## config.mk

```make
export PLATFORM = sky130hd
export DESIGN_NAME = seg7_scan_driver_flat
export DESIGN_NICKNAME = d
export VERILOG_FILES = /design/src/rtl/seg7_scan_driver_pkg.sv /design/src/rtl/seg7_scan_driver_if.sv /design/src/rtl/seg7_scan_driver_hex7_decoder.sv /design/src/rtl/seg7_scan_driver.sv /design/src/flat_wrapper.sv
export SDC_FILE = /design/constraint.sdc
export NUM_CORES = 1
export LEC_CHECK = 0
export CAP_MARGIN = 20
export CORE_UTILIZATION = 43
export DETAILED_ROUTE_END_ITERATION = 6
export PLACE_DENSITY_LB_ADDON = 0.05
export SLEW_MARGIN = 15
export SYNTH_ARGS = -nofsm -noshare
export SYNTH_HDL_FRONTEND = slang
export SYNTH_SLANG_ARGS = --single-unit
```

## constraint.sdc

```tcl
create_clock -name clk_i -period 2.2 [get_ports clk_i]
set_clock_uncertainty 0.1 [all_clocks]
set_input_delay 0.66 -clock clk_i [delete_from_list [all_inputs] [get_ports clk_i]]
set_output_delay 0.66 -clock clk_i [all_outputs]
set_load 0.03 [all_outputs]
```

## src/rtl/seg7_scan_driver_pkg.sv

```systemverilog
// Shared constants and types for the multiplexed seven-segment scan driver.
// Segment codes are active-high {g,f,e,d,c,b,a} with bit 0 = segment a.
package seg7_scan_driver_pkg;

    localparam logic [6:0] SEG_OFF = 7'h00;

    // Indexed by hex nibble; the entry for F is leftmost in the concatenation.
    localparam logic [15:0][6:0] SEG_LUT = {
        7'h71, 7'h79, 7'h5E, 7'h39, 7'h7C, 7'h77, 7'h6F, 7'h7F,
        7'h07, 7'h7D, 7'h6D, 7'h66, 7'h4F, 7'h5B, 7'h06, 7'h3F
    };

    typedef enum logic {
        PH_DEAD = 1'b0,
        PH_LIT  = 1'b1
    } slot_phase_e;

    function automatic logic [6:0] seg_pol(input logic [6:0] seg, input bit act_low);
        return act_low ? ~seg : seg;
    endfunction

endpackage

```

## src/rtl/seg7_scan_driver_if.sv

```systemverilog
// Bus between a result-register producer and the scan driver:
// load strobe with packed value/decimal points in, board-level pins out.
interface seg7_scan_driver_if #(
    parameter int N_DIGITS = 4
);
    logic                  load;
    logic [4*N_DIGITS-1:0] value;
    logic [N_DIGITS-1:0]   dp_in;
    logic [6:0]            seg;
    logic                  dp;
    logic [N_DIGITS-1:0]   an;
    logic                  frame_done;

    modport master (
        output load, value, dp_in,
        input  seg, dp, an, frame_done
    );

    modport slave (
        input  load, value, dp_in,
        output seg, dp, an, frame_done
    );
endinterface

```

## src/rtl/seg7_scan_driver_hex7_decoder.sv

```systemverilog
// Combinational hex nibble to active-high seven-segment pattern.
module hex7_decoder
    import seg7_scan_driver_pkg::*;
(
    input  logic [3:0] nib_i,
    output logic [6:0] seg_o
);

    assign seg_o = SEG_LUT[nib_i];

endmodule

```

## src/rtl/seg7_scan_driver.sv

```systemverilog
// N-digit time-multiplexed seven-segment driver with anode dead-time,
// leading-zero blanking and frame-aligned display updates.
module seg7_scan_driver
    import seg7_scan_driver_pkg::*;
#(
    parameter int N_DIGITS    = 4,
    parameter int REFRESH_DIV = 50000,
    parameter int DEAD_CYCLES = 2,
    parameter bit SEG_ACT_LOW = 1'b0,
    parameter bit AN_ACT_LOW  = 1'b1,
    parameter bit BLANK_LEAD  = 1'b1
) (
    input  logic              clk_i,
    input  logic              rst_n_i,
    seg7_scan_driver_if.slave bus_io
);

    localparam int CNT_W = (REFRESH_DIV > 1) ? $clog2(REFRESH_DIV) : 1;
    localparam int IDX_W = (N_DIGITS > 1) ? $clog2(N_DIGITS) : 1;
    localparam int VAL_W = 4 * N_DIGITS;

    localparam logic [CNT_W-1:0]    CNT_LAST = CNT_W'(REFRESH_DIV - 1);
    localparam logic [IDX_W-1:0]    IDX_LAST = IDX_W'(N_DIGITS - 1);
    localparam logic [6:0]          SEG_IDLE = seg_pol(SEG_OFF, SEG_ACT_LOW);
    localparam logic                DP_IDLE  = SEG_ACT_LOW;
    localparam logic [N_DIGITS-1:0] AN_IDLE  = AN_ACT_LOW ? {N_DIGITS{1'b1}} : {N_DIGITS{1'b0}};

    logic [CNT_W-1:0]    cnt_q, cnt_d;
    logic [IDX_W-1:0]    idx_q, idx_d;
    logic [VAL_W-1:0]    pend_val_q, pend_val_d;
    logic [N_DIGITS-1:0] pend_dp_q, pend_dp_d;
    logic                pend_flag_q, pend_flag_d;
    logic [VAL_W-1:0]    disp_val_q, disp_val_d;
    logic [N_DIGITS-1:0] disp_dp_q, disp_dp_d;
    logic [6:0]          seg_q, seg_d;
    logic                dp_q, dp_d;
    logic [N_DIGITS-1:0] an_q, an_d;
    logic                frame_done_q, frame_done_d;

    logic                slot_end;
    logic                frame_end;
    slot_phase_e         phase;
    logic [3:0]          nib;
    logic [6:0]          dec_seg;
    logic [N_DIGITS-1:0] zero_from;
    logic                blank;
    logic [6:0]          seg_raw;
    logic [N_DIGITS-1:0] an_raw;

    assign slot_end  = (cnt_q == CNT_LAST);
    assign frame_end = slot_end && (idx_q == IDX_LAST);

    // Prescaler, digit index and the pending/display handover.
    always_comb begin
        cnt_d        = slot_end ? '0 : cnt_q + 1'b1;
        idx_d        = idx_q;
        pend_val_d   = pend_val_q;
        pend_dp_d    = pend_dp_q;
        pend_flag_d  = pend_flag_q;
        disp_val_d   = disp_val_q;
        disp_dp_d    = disp_dp_q;
        frame_done_d = frame_end;

        if (slot_end) begin
            idx_d = frame_end ? '0 : idx_q + 1'b1;
        end

        // A load landing on the wrap edge bypasses pending so no stale frame is shown.
        if (frame_end) begin
            if (bus_io.load) begin
                disp_val_d = bus_io.value;
                disp_dp_d  = bus_io.dp_in;
            end else if (pend_flag_q) begin
                disp_val_d = pend_val_q;
                disp_dp_d  = pend_dp_q;
            end
            pend_flag_d = 1'b0;
        end else if (bus_io.load) begin
            pend_val_d  = bus_io.value;
            pend_dp_d   = bus_io.dp_in;
            pend_flag_d = 1'b1;
        end
    end

    // zero_from[i] is set when nibbles N_DIGITS-1 down to i are all zero.
    always_comb begin
        logic run;
        run       = 1'b1;
        zero_from = '0;
        for (int i = N_DIGITS - 1; i >= 0; i--) begin
            run          = run & (disp_val_q[4*i +: 4] == 4'h0);
            zero_from[i] = run;
        end
    end

    assign nib   = disp_val_q[4*int'(idx_q) +: 4];
    assign phase = (int'(cnt_q) >= DEAD_CYCLES) ? PH_LIT : PH_DEAD;
    assign blank = BLANK_LEAD && (idx_q != '0) && zero_from[idx_q];

    hex7_decoder u_dec (
        .nib_i (nib),
        .seg_o (dec_seg)
    );

    always_comb begin
        seg_raw = blank ? SEG_OFF : dec_seg;
        an_raw  = '0;
        if (phase == PH_LIT) begin
            an_raw[idx_q] = 1'b1;
        end
        seg_d = seg_pol(seg_raw, SEG_ACT_LOW);
        dp_d  = disp_dp_q[idx_q] ^ SEG_ACT_LOW;
        an_d  = AN_ACT_LOW ? ~an_raw : an_raw;
    end

    always_ff @(posedge clk_i) begin
        if (!rst_n_i) begin
            cnt_q        <= '0;
            idx_q        <= '0;
            pend_val_q   <= '0;
            pend_dp_q    <= '0;
            pend_flag_q  <= 1'b0;
            disp_val_q   <= '0;
            disp_dp_q    <= '0;
            seg_q        <= SEG_IDLE;
            dp_q         <= DP_IDLE;
            an_q         <= AN_IDLE;
            frame_done_q <= 1'b0;
        end else begin
            cnt_q        <= cnt_d;
            idx_q        <= idx_d;
            pend_val_q   <= pend_val_d;
            pend_dp_q    <= pend_dp_d;
            pend_flag_q  <= pend_flag_d;
            disp_val_q   <= disp_val_d;
            disp_dp_q    <= disp_dp_d;
            seg_q        <= seg_d;
            dp_q         <= dp_d;
            an_q         <= an_d;
            frame_done_q <= frame_done_d;
        end
    end

    assign bus_io.seg        = seg_q;
    assign bus_io.dp         = dp_q;
    assign bus_io.an         = an_q;
    assign bus_io.frame_done = frame_done_q;

endmodule

```

## src/flat_wrapper.sv

```systemverilog
// flat-port wrapper written by rule: the top's interface ports become plain ports
module seg7_scan_driver_flat import seg7_scan_driver_pkg::*;
#(
    parameter int N_DIGITS    = 4,
    parameter int REFRESH_DIV = 50000,
    parameter int DEAD_CYCLES = 2,
    parameter bit SEG_ACT_LOW = 1'b0,
    parameter bit AN_ACT_LOW  = 1'b1,
    parameter bit BLANK_LEAD  = 1'b1
)
  (clk_i, rst_n_i, bus_io_load, bus_io_value, bus_io_dp_in, bus_io_seg, bus_io_dp, bus_io_an, bus_io_frame_done);
  seg7_scan_driver_if #(.N_DIGITS(N_DIGITS)) bus_io_i ();
  input  logic clk_i;
  input  logic rst_n_i;
  input wire logic [$bits(bus_io_i.load)-1:0] bus_io_load;
  input wire logic [$bits(bus_io_i.value)-1:0] bus_io_value;
  input wire logic [$bits(bus_io_i.dp_in)-1:0] bus_io_dp_in;
  output wire logic [$bits(bus_io_i.seg)-1:0] bus_io_seg;
  output wire logic [$bits(bus_io_i.dp)-1:0] bus_io_dp;
  output wire logic [$bits(bus_io_i.an)-1:0] bus_io_an;
  output wire logic [$bits(bus_io_i.frame_done)-1:0] bus_io_frame_done;
  assign bus_io_i.load = bus_io_load;
  assign bus_io_i.value = bus_io_value;
  assign bus_io_i.dp_in = bus_io_dp_in;
  assign bus_io_seg = bus_io_i.seg;
  assign bus_io_dp = bus_io_i.dp;
  assign bus_io_an = bus_io_i.an;
  assign bus_io_frame_done = bus_io_i.frame_done;
  seg7_scan_driver #(.N_DIGITS(N_DIGITS), .REFRESH_DIV(REFRESH_DIV), .DEAD_CYCLES(DEAD_CYCLES), .SEG_ACT_LOW(SEG_ACT_LOW), .AN_ACT_LOW(AN_ACT_LOW), .BLANK_LEAD(BLANK_LEAD)) u_core (.clk_i(clk_i), .rst_n_i(rst_n_i), .bus_io(bus_io_i));
endmodule
```

==> qor.yml, run 1 <==
outcome:
  run_status: "completed"
worst_setup_path:
  critPathMaxStageDelay_ns: 0.66
  cp.required_ns: 1.44
  crit_cells: 1
  critical_path_class: "register to output pin"
  worstRegToRegCells: 7
  critical_path_buf_inv_count: 1
  start_kind: "register"
  critPathCaptureType: "output pin"
  critPathTopFamily: "buffers and inverters"
  cell_type_of_the_slowest_stage_on_the_worst_timing_path: "sky130_fd_sc_hd__clkdlybuf4s50_1"
  crit_fanout: 1
  critical_path_arrival_ns: 1.30
  cp_cell_sequence: "clkdlybuf4s50_1"
detailed_routing:
  firstDrtPassIters: 4
  detail_route.wirelength_um: 6680
  viasPerCell: 5.15
  detail-route-antenna-nets: 0
  drt_iter0_markers: 82
  wl_per_cell_um: 13.1
  vias: 2631
  drc_viols: 0
global_route:
  grt_pass1_vias: 2491
  overall_global_routing_resource_usage: 0.178
  grt_start_max_net_pins: 66
  grt_antenna_before_repair: 0
  grt_first_pass_wirelength_um: 12100
  grt-ovfl-total: 0
floorplanning:
  floorplan.initialDensity: 0.448
  die_area_um2: 8450
  io_pins: 36
  fp.dieH_um: 91.9
  row_count: 32
  floorplan.die.width_um: 91.9
  core_um2: 7770
clock_network:
  cts-root-buf: "sky130_fd_sc_hd__clkbuf_8"
  postCtsSetupBuffers: 0
  max-clock-path-buffers: 2
  clock_sinks: 72
  cts_tree: "built"
  clock_network_latency_to_the_later_pin_of_the_worst_skew_pair_ns: 0.33
  numCtsBuffers: 9
  clk_pin_slew_ns: 0.07
  htree_levels: 3
power:
  leakage_uw: 0.00178
  power.switching_fraction: 0.211
  net-switching-power_uw: 581
  ir_worst_vdd_v: 0.000303
  overall_power_consumption_uw: 2750
  combinationalPowerShare: 0.073
  p_int_uw: 2170
  clock_share_of_power: 0.434
  power-per-cell-area_nw_per_um2: 658
  seqPwrFrac: 0.493
sta:
  final_critical_path_setup_slack_ns: 0.138
  worst_slew_margin: 0.659
  report.final.slew_viol_count: 0
  setup_viol_count_final: 0
  maxClockFrequency_ghz: 0.485
  period_share: 0.937
  actual_slew_at_the_worst_max_slew_pin_ns: 0.510
  finalHoldViolations: 0
  fin_crit_ns: 2.06
  grt_setup_unrepaired: "false"
layout:
  ff_latch_area_um2: 1440
  multi_input_comb_area_um2: 1900
  nNetsFinal: 440
  n_antenna_cell: 0
  finalNonFillerCells: 511
  final_layout_size_suffix_gt1_frac: 0.100
  nFillCells: 744
  areaGrowthSynthToFinish_pct: 20.3
logic_synthesis:
  synth_top_flop_cell: "sky130_fd_sc_hd__dfxtp_1"
  yosys.cell_types.count: 45
  avgSynthCellArea_um2: 9.25
  count_of_yosys_warnings_during_synthesis: 0
  seq_area_frac_synth: 0.415
  async_flop_share: 0
  postSynthRegisterBits: 72
  synth-edff-count: 0
  post_synth_instance_area_um2: 3480
  post_synth_net_total: 412
  post_synth_inst_count: 376
placement:
  place_inst: 495
  numPortBuffers: 35
  final_estimated_routing_congestion_in_global_placement: 0.782
  dpl.hpwl_um: 4570
  dpl_worst_slack_ns: -0.0333
min_path:
  worst_hold_path.num_cells: 2
  worst_min_path_class: "register to register"
flow_run:
  drv_cap: 0
[sequential cells by signal (all words and copies together), names as in the netlist]
name and flops:
u_core.cnt_q 16, u_core.disp_val_q 16, u_core.pend_val_q 16, u_core.bus_io.seg 7
u_core.bus_io.an 4, u_core.disp_dp_q 4, u_core.pend_dp_q 4, u_core.idx_q 2
u_core.bus_io.dp 1, u_core.bus_io.frame_done 1, u_core.pend_flag_q 1
[power by group through the flow]
stage               clock (µW)  sequential, µW  combinational [µW]
CTS                       1230            1360                 205
global route              1300            1360                 227
detailed placement           0            1390                 205
global placement             0            1390                 205
floorplan                    0            1400                 102
finish                    1190            1360                 202
[cell families (layout without fill, tap and decap cells)]
logic type | after synthesis | after routing | synth area share
xor gates and xnor gates | 18 | 18 | 0.0453
AOI/OAI and AO/OA | 63 | 63 | 0.135
buffers and inverters | 33 | 66 | 0.0428
adders and majority gates | 13 | 13 | 0.0468
muxes | 32 | 32 | 0.114
and+or+nand+nor | 145 | 145 | 0.202
DFF | 72 | 72 | 0.415
[synthesized netlist by cell type (all sizes together) (4+ instances only)]
library cell  count  area [µm²]
nand2            56         213
inv               7        26.3
and2              4        25.0
mux2i            25         250
nor2             27         101
nor2b             4        25.0
mux4              5         120
dfxtp            72        1440
clkbuf           14        52.6
xnor2            11        96.3
ha               13         163
nand3            25         125
a21oi             6        30.0
nand4             6        37.5
o21ai            27         135
xor2              7        61.3
nor3              7        40.0
nor4              5        52.6
buf              12        70.1
o211a            20         200
[final cells by class]
| cell class | instances | share of cell area |
|---|---|---|
| Multi-Input combinational cell | 271 | 0.454 |
| Sequential cell | 72 | 0.345 |
| Clock buffer | 14 | 0.0413 |
| Timing Repair Buffer | 43 | 0.109 |
| Clock inverter | 2 | 0.0144 |
| Tap cell | 102 | 0.0305 |
| Inverter | 7 | 0.00628 |
[layer usage]
layer	vias to the layer above	part of all wire	GRT usage	wire [µm]
met3	13	0.029	0.0348	195
met5	-	0	0	0
met1	1198	0.52	0.263	3500
met4	0	0.017	0.0690	115
met2	37	0.43	0.251	2870
li1	1383	-	-	-
[stage by stage]
step | TNS (ns) | area (µm²) | utilization | hold slack (ns)
3_3_place_gp | -0.495 | 3940 | 0.507 | 0.343
5_1_grt | 0 | 4180 | 0.539 | 0.382
3_5_place_dp | -0.375 | 3940 | 0.507 | 0.350
4_1_cts | 0 | 4170 | 0.537 | 0.362
6_report | 0 | 4180 | 0.539 | 0.358
2_1_floorplan | 0 | 3480 | - | 0.335
[cell usage in the layout, fill, tap and decap left out, types with 2 or more instances in the layout]
cell type and n:
sky130_fd_sc_hd__dfxtp_1 70, sky130_fd_sc_hd__nand2_1 55, sky130_fd_sc_hd__clkdlybuf4s50_1 34, sky130_fd_sc_hd__nor2_1 27, sky130_fd_sc_hd__o21ai_0 26, sky130_fd_sc_hd__nand3_1 25, sky130_fd_sc_hd__mux2i_1 25, sky130_fd_sc_hd__o211a_1 20
sky130_fd_sc_hd__ha_1 12, sky130_fd_sc_hd__clkbuf_8 12, sky130_fd_sc_hd__xnor2_1 11, sky130_fd_sc_hd__inv_1 7, sky130_fd_sc_hd__xor2_1 7, sky130_fd_sc_hd__nor3_1 6, sky130_fd_sc_hd__nand4_1 6, sky130_fd_sc_hd__a21oi_1 6
sky130_fd_sc_hd__mux4_2 4, sky130_fd_sc_hd__and2_1 4, sky130_fd_sc_hd__nor2b_1 4, sky130_fd_sc_hd__buf_4 4, sky130_fd_sc_hd__buf_12 4, sky130_fd_sc_hd__and3_1 3, sky130_fd_sc_hd__nor4_1 3, sky130_fd_sc_hd__or4_1 3
sky130_fd_sc_hd__a221oi_1 2, sky130_fd_sc_hd__a211oi_1 2, sky130_fd_sc_hd__clkbuf_1 2, sky130_fd_sc_hd__bufinv_16 2, sky130_fd_sc_hd__dfxtp_2 2
[final timing paths]
| path | startpoint | to | slack [ns] |
|---|---|---|---|
| setup / recovery | u_core.bus_io.seg[6] | bus_io_seg[6] | 0.14 |
| hold / removal | u_core.pend_val_q[15] | u_core.pend_val_q[15] | 0.36 |
| setup reg to reg | u_core.idx_q[0] | u_core.bus_io.seg[0] | 0.17 |
| hold reg to reg | u_core.pend_val_q[15] | u_core.pend_val_q[15] | 0.36 |
[repair_timing]
action,in CTS,in global routing
resized for setup,0,5
hold buffers,0,0
setup endpoints to repair,0,6
(Power assumes the default switching activity.)
==> run 2, diff against run 1 <==
- GPL_TIMING_DRIVEN: unset -> 0
- SLEW_MARGIN: 15 -> 10
==> run 2 against run 1 <==
Net effect: global-route usage is 1.7 points higher; sequential cell count stayed put; non-clock buffer count is 25 higher; die area stayed put; total power is 1.6% higher.
==> qor.yml, run 2 (same netlist as run 1, synthesis figures left out) <==
outcome:
  run_status: "completed"
placement:
  final_estimated_routing_congestion_in_global_placement: 0.788
  numPortBuffers: 33
  dpl.hpwl_um: 5450
worst_setup_path:
  cp_cell_sequence: "buf_6 > clkbuf_16 > mux4_2 > ha_4 > buf_4 > mux2_4 > a211oi_2"
  crit_fanout: 5
  critical_path_buf_inv_count: 3
  critPathTopFamily: "multiplexers"
  critPathMaxStageDelay_ns: 0.59
  critPathCaptureType: "register"
  cell_type_of_the_slowest_stage_on_the_worst_timing_path: "sky130_fd_sc_hd__mux4_2"
  cp.required_ns: 2.35
  crit-reg2reg-launch: "u_core.idx_q[0]"
  critical_path_arrival_ns: 2.30
  critPathLaunch: "u_core.idx_q[0]"
  start_kind: "register"
  critical_path_class: "register to register"
clock_network:
  cts-root-buf: "sky130_fd_sc_hd__clkbuf_8"
  htree_levels: 3
  clock_sinks: 72
  max-clock-path-buffers: 2
  cts_tree: "built"
  numCtsBuffers: 9
  clk_pin_slew_ns: 0.08
  clock_network_latency_to_the_later_pin_of_the_worst_skew_pair_ns: 0.33
floorplanning:
  core_um2: 7770
  floorplan.initialDensity: 0.448
  die_area_um2: 8450
  floorplan.die.width_um: 91.9
  io_pins: 36
  fp.dieH_um: 91.9
  row_count: 32
detailed_routing:
  drt_iter0_markers: 106
  detail_route.wirelength_um: 7780
  drc_viols: 0
  detail-route-antenna-nets: 0
  firstDrtPassIters: 6
  viasPerCell: 5.28
  vias: 2831
  wl_per_cell_um: 14.5
layout:
  final_cell_mix: "sky130_fd_sc_hd__dfxtp_1, sky130_fd_sc_hd__nand2_1, sky130_fd_sc_hd__clkdlybuf4s50_1, sky130_fd_sc_hd__nor2_1"
  final_layout_size_suffix_gt1_frac: 0.141
  layout_commonest_cell: "sky130_fd_sc_hd__dfxtp_1"
  n_antenna_cell: 0
  largestRegisters: "u_core.cnt_q: 16 flops, u_core.disp_val_q: 16 flops, u_core.pend_val_q: 16 flops"
  nNetsFinal: 465
  post-route-util: 0.558
  areaGrowthSynthToFinish_pct: 24.6
min_path:
  worst_min_path_class: "register to register"
  hold_start: "u_core.pend_val_q[1]"
sta:
  report.final.slew_viol_count: 0
  setup_viol_count_final: 0
  worst_slew_margin: 0.488
  fin_crit_ns: 2.15
  period_share: 0.978
  maxClockFrequency_ghz: 0.465
  grt_setup_unrepaired: "true"
  fin_tns_setup_ns: 0
  finalHoldViolations: 0
  actual_slew_at_the_worst_max_slew_pin_ns: 0.768
global_route:
  grt_antenna_before_repair: 0
  overall_global_routing_resource_usage: 0.195
  grt_pass1_vias: 2706
  grt-ovfl-total: 0
  grt_first_pass_wirelength_um: 13200
  grt_start_max_net_pins: 13
power:
  power-per-cell-area_nw_per_um2: 645
  leakage_uw: 0.00186
  ir_worst_vdd_v: 0.000334
flow_run:
  drv_cap: 0
-- run 2: cell types whose count changed in the layout (fill, tap and decap cells not counted), sizes merged --
cell           change
clkinvlp           +2
clkdlybuf4s50      -1
buf               +11
clkbuf            +13
-- run 2: path summary, 6_finish.rpt --
kind	cells past startpoint	endpoint	slack (ns)
worst max-delay path	7	u_core.bus_io.seg[5]	0.05
worst min-delay path	2	u_core.pend_val_q[1]	0.36
worst max register to register	7	u_core.bus_io.seg[5]	0.05
worst min register to register	2	u_core.pend_val_q[1]	0.36
-- run 2: area by class of cell --
class                   count  area, µm²
fillers                   748       3440
multi-input cells         271       1950
flip-flops and latches     72       1440
repair buffers             42        398
clock buffers              12        165
plain buffers              26        150
well taps                 102        128
clock inverters             4       75.1
inverters                   7       26.3
-- run 2: power by group --
part / internal, µW / leakage [µW] / switching [µW]
clock network: 732 / 0.000115 / 500
registers: 1340 / 0.000588 / 17.1
logic: 93.8 / 0.00115 / 115
-- run 2: metal layers --
| layer | up-vias | part of all wire | track usage |
|---|---|---|---|
| met1 | 1342 | 0.51 | 0.276 |
| li1 | 1424 | - | - |
| met5 | - | 0 | 0 |
| met4 | 0 | 0.0073 | 0.0586 |
| met3 | 5 | 0.035 | 0.0348 |
| met2 | 60 | 0.45 | 0.302 |
-- run 2: worst min-delay path, stage by stage (launching register included) --
cell	delay, ns
sky130_fd_sc_hd__dfxtp_1	0.31
sky130_fd_sc_hd__nand2_1	0.05
sky130_fd_sc_hd__o21ai_0	0.06
-- run 2: what timing repair did --
action / 4_1_cts / 5_1_grt
buffers inserted: 2 / 7
pin swaps: 2 / 5
hold buffers: 0 / 0
setup endpoints to repair: 6 / 36
resized for setup: 8 / 15
-- run 2: metrics by stage --
stage	setup slack, ns	cell area [µm²]	hold slack, ns	power [µW]	instances
3_5_place_dp	-0.209	3940	0.351	1590	511
2_1_floorplan	0.0418	3480	0.335	1500	376
5_1_grt	-0.0699	4330	0.379	2900	536
4_1_cts	0.0283	4230	0.362	2820	529
3_3_place_gp	-0.185	3940	0.343	1590	511
6_report	0.0475	4330	0.359	2790	536
==> run 3, diff against run 2 <==
- SETUP_SLACK_MARGIN: unset -> 0.1
==> run 3 against run 2 <==
Net effect: worst hold slack got worse by 0.00079 ns; sequential cell count stayed put; maximum frequency is essentially flat; largest power group unchanged; highest routed layer unchanged.
==> qor.yml, run 3 (same netlist as run 1, synthesis figures left out) <==
worst_setup_path:
  cp.required_ns: 2.37
  critical_path_class: "register to register"
  crit_fanout: 5
  critPathCaptureType: "register"
  cp_common_cell: "sky130_fd_sc_hd__o21ai_1"
  critPathMaxStageDelay_ns: 0.59
  cp_cell_sequence: "buf_6 > clkbuf_16 > mux4_2 > ha_4 > nor4bb_1 > nor3_1 > o21ai_1 > o21ai_1 > a21oi_1"
  critical_path_arrival_ns: 2.32
  start_kind: "register"
  cell_type_of_the_slowest_stage_on_the_worst_timing_path: "sky130_fd_sc_hd__mux4_2"
detailed_routing:
  vias: 2767
  firstDrtPassIters: 4
  met1Wirelength_um: 3980
  viasPerCell: 5.17
  maxUsedRoutingLayer: "met4"
  routed-wl-met2_um: 3350
  detailroute.wirelength.met3_um: 304
  drc_viols: 0
  detail_route.wirelength_um: 7670
  drt_iter0_markers: 104
  wl_per_cell_um: 14.3
  detail-route-antenna-nets: 0
clock_network:
  numCtsBuffers: 9
  htree_levels: 3
  clk_pin_slew_ns: 0.07
  clock_network_latency_to_the_later_pin_of_the_worst_skew_pair_ns: 0.34
  cts_tree: "built"
  cts-root-buf: "sky130_fd_sc_hd__clkbuf_8"
  max-clock-path-buffers: 2
  clock_sinks: 72
layout:
  areaGrowthSynthToFinish_pct: 23.5
  post-route-util: 0.553
  nFillCells: 759
  final_cell_mix: "sky130_fd_sc_hd__dfxtp_1, sky130_fd_sc_hd__nand2_1, sky130_fd_sc_hd__nor2_1, sky130_fd_sc_hd__clkdlybuf4s50_1"
  final_layout_size_suffix_gt1_frac: 0.143
  nNetsFinal: 465
  largestRegisters: "u_core.cnt_q: 16 flops, u_core.disp_val_q: 16 flops, u_core.pend_val_q: 16 flops"
  layout_commonest_cell: "sky130_fd_sc_hd__dfxtp_1"
  total_non_filler_cell_area_in_the_finished_layout_um2: 4290
  n_antenna_cell: 0
floorplanning:
  floorplan.initialDensity: 0.448
  fp.dieH_um: 91.9
  io_pins: 36
  floorplan.die.width_um: 91.9
  row_count: 32
  die_area_um2: 8450
  core_um2: 7770
sta:
  worst_slew_margin: 0.482
  maxClockFrequency_ghz: 0.465
  setup_viol_count_final: 0
  fin_crit_ns: 2.15
  grt_setup_unrepaired: "true"
  actual_slew_at_the_worst_max_slew_pin_ns: 0.776
  finalHoldViolations: 0
  report.final.slew_viol_count: 0
  period_share: 0.978
global_route:
  grt_antenna_before_repair: 0
  grt_start_max_net_pins: 13
  overall_global_routing_resource_usage: 0.197
  grt-ovfl-total: 0
  grt_first_pass_wirelength_um: 13200
  grt_pass1_vias: 2593
outcome:
  run_status: "completed"
power:
  power-per-cell-area_nw_per_um2: 597
  ir_worst_vdd_v: 0.000288
  leakage_uw: 0.00192
  overall_power_consumption_uw: 2560
placement:
  numPortBuffers: 33
  final_estimated_routing_congestion_in_global_placement: 0.805
  place_area_um2: 3960
  dpl.hpwl_um: 5360
flow_run:
  drv_cap: 0
min_path:
  worst_min_path_class: "register to register"
[run 3: changes by cell type in the layout (fill, tap and decap cells not counted), moves of 3 or more]
cell / before / now
sky130_fd_sc_hd__clkdlybuf4s50_1: 33 / 26
sky130_fd_sc_hd__clkinv_2: 0 / 3
sky130_fd_sc_hd__clkbuf_8: 12 / 9
sky130_fd_sc_hd__dlymetal6s2s_1: 0 / 6
[run 3: power breakdown]
part | total [µW] | switching [µW] | leakage [µW] | internal [µW]
clock network | 1000 | 487 | 0.0000948 | 513
logic | 209 | 115 | 0.00124 | 93.5
registers | 1350 | 16.1 | 0.000588 | 1340
total | 2560 | 618 | 0.00192 | 1940
[run 3: timing repair]
action | 4_1_cts | 5_1_grt
gates cloned | 0 | 0
gates resized for setup | 7 | 25
pin swaps | 5 | 4
setup endpoints to repair | 8 | 62
hold buffers | 0 | 0
setup buffers | 8 | 1
[run 3: stage by stage]
stage               cells  TNS, ns  hold slack, ns  worst slack, ns
global placement      511    -1.29           0.344          -0.0932
finish                535        0           0.358           0.0475
global route          535  -0.0474           0.384          -0.0207
floorplan             376        0           0.335            0.121
detailed placement    511    -2.27           0.352           -0.132
CTS                   534        0           0.363           0.0160
[run 3: critical path: cells and delay by family (launching register included)]
family / cells / cell delay, ns
compound gates: 3 / 0.26
fa+ha+maj: 1 / 0.22
buf+inv: 2 / 0.24
flops: 1 / 0.34
mux: 1 / 0.59
simple gates: 2 / 0.33
[run 3: area by class of cell]
class                           count  area (µm²)  area share
Buffer                             26         154      0.0358
Clock buffer                        9         124      0.0288
Clock inverter                      6        61.3      0.0143
Inverter                            7        28.8     0.00670
Multi-Input combinational cell    271        1930       0.450
Sequential cell                    72        1440       0.336
Tap cell                          102         128      0.0297
Timing Repair Buffer               42         424      0.0988
[run 3: per-layer routing]
layer	GRT usage	up-vias
li1	-	1428
met1	0.286	1282
met2	0.290	55
met3	0.0340	2
met4	0.0768	0
met5	0	-
[run 3: final timing paths]
path	start	to	slack, ns	depth (start not counted)
max reg2reg	u_core.idx_q[0]	u_core.bus_io.seg[0]	0.05	9
min reg2reg	u_core.pend_val_q[0]	u_core.pend_val_q[0]	0.36	2
max	u_core.idx_q[0]	u_core.bus_io.seg[0]	0.05	9
min	u_core.pend_val_q[0]	u_core.pend_val_q[0]	0.36	2
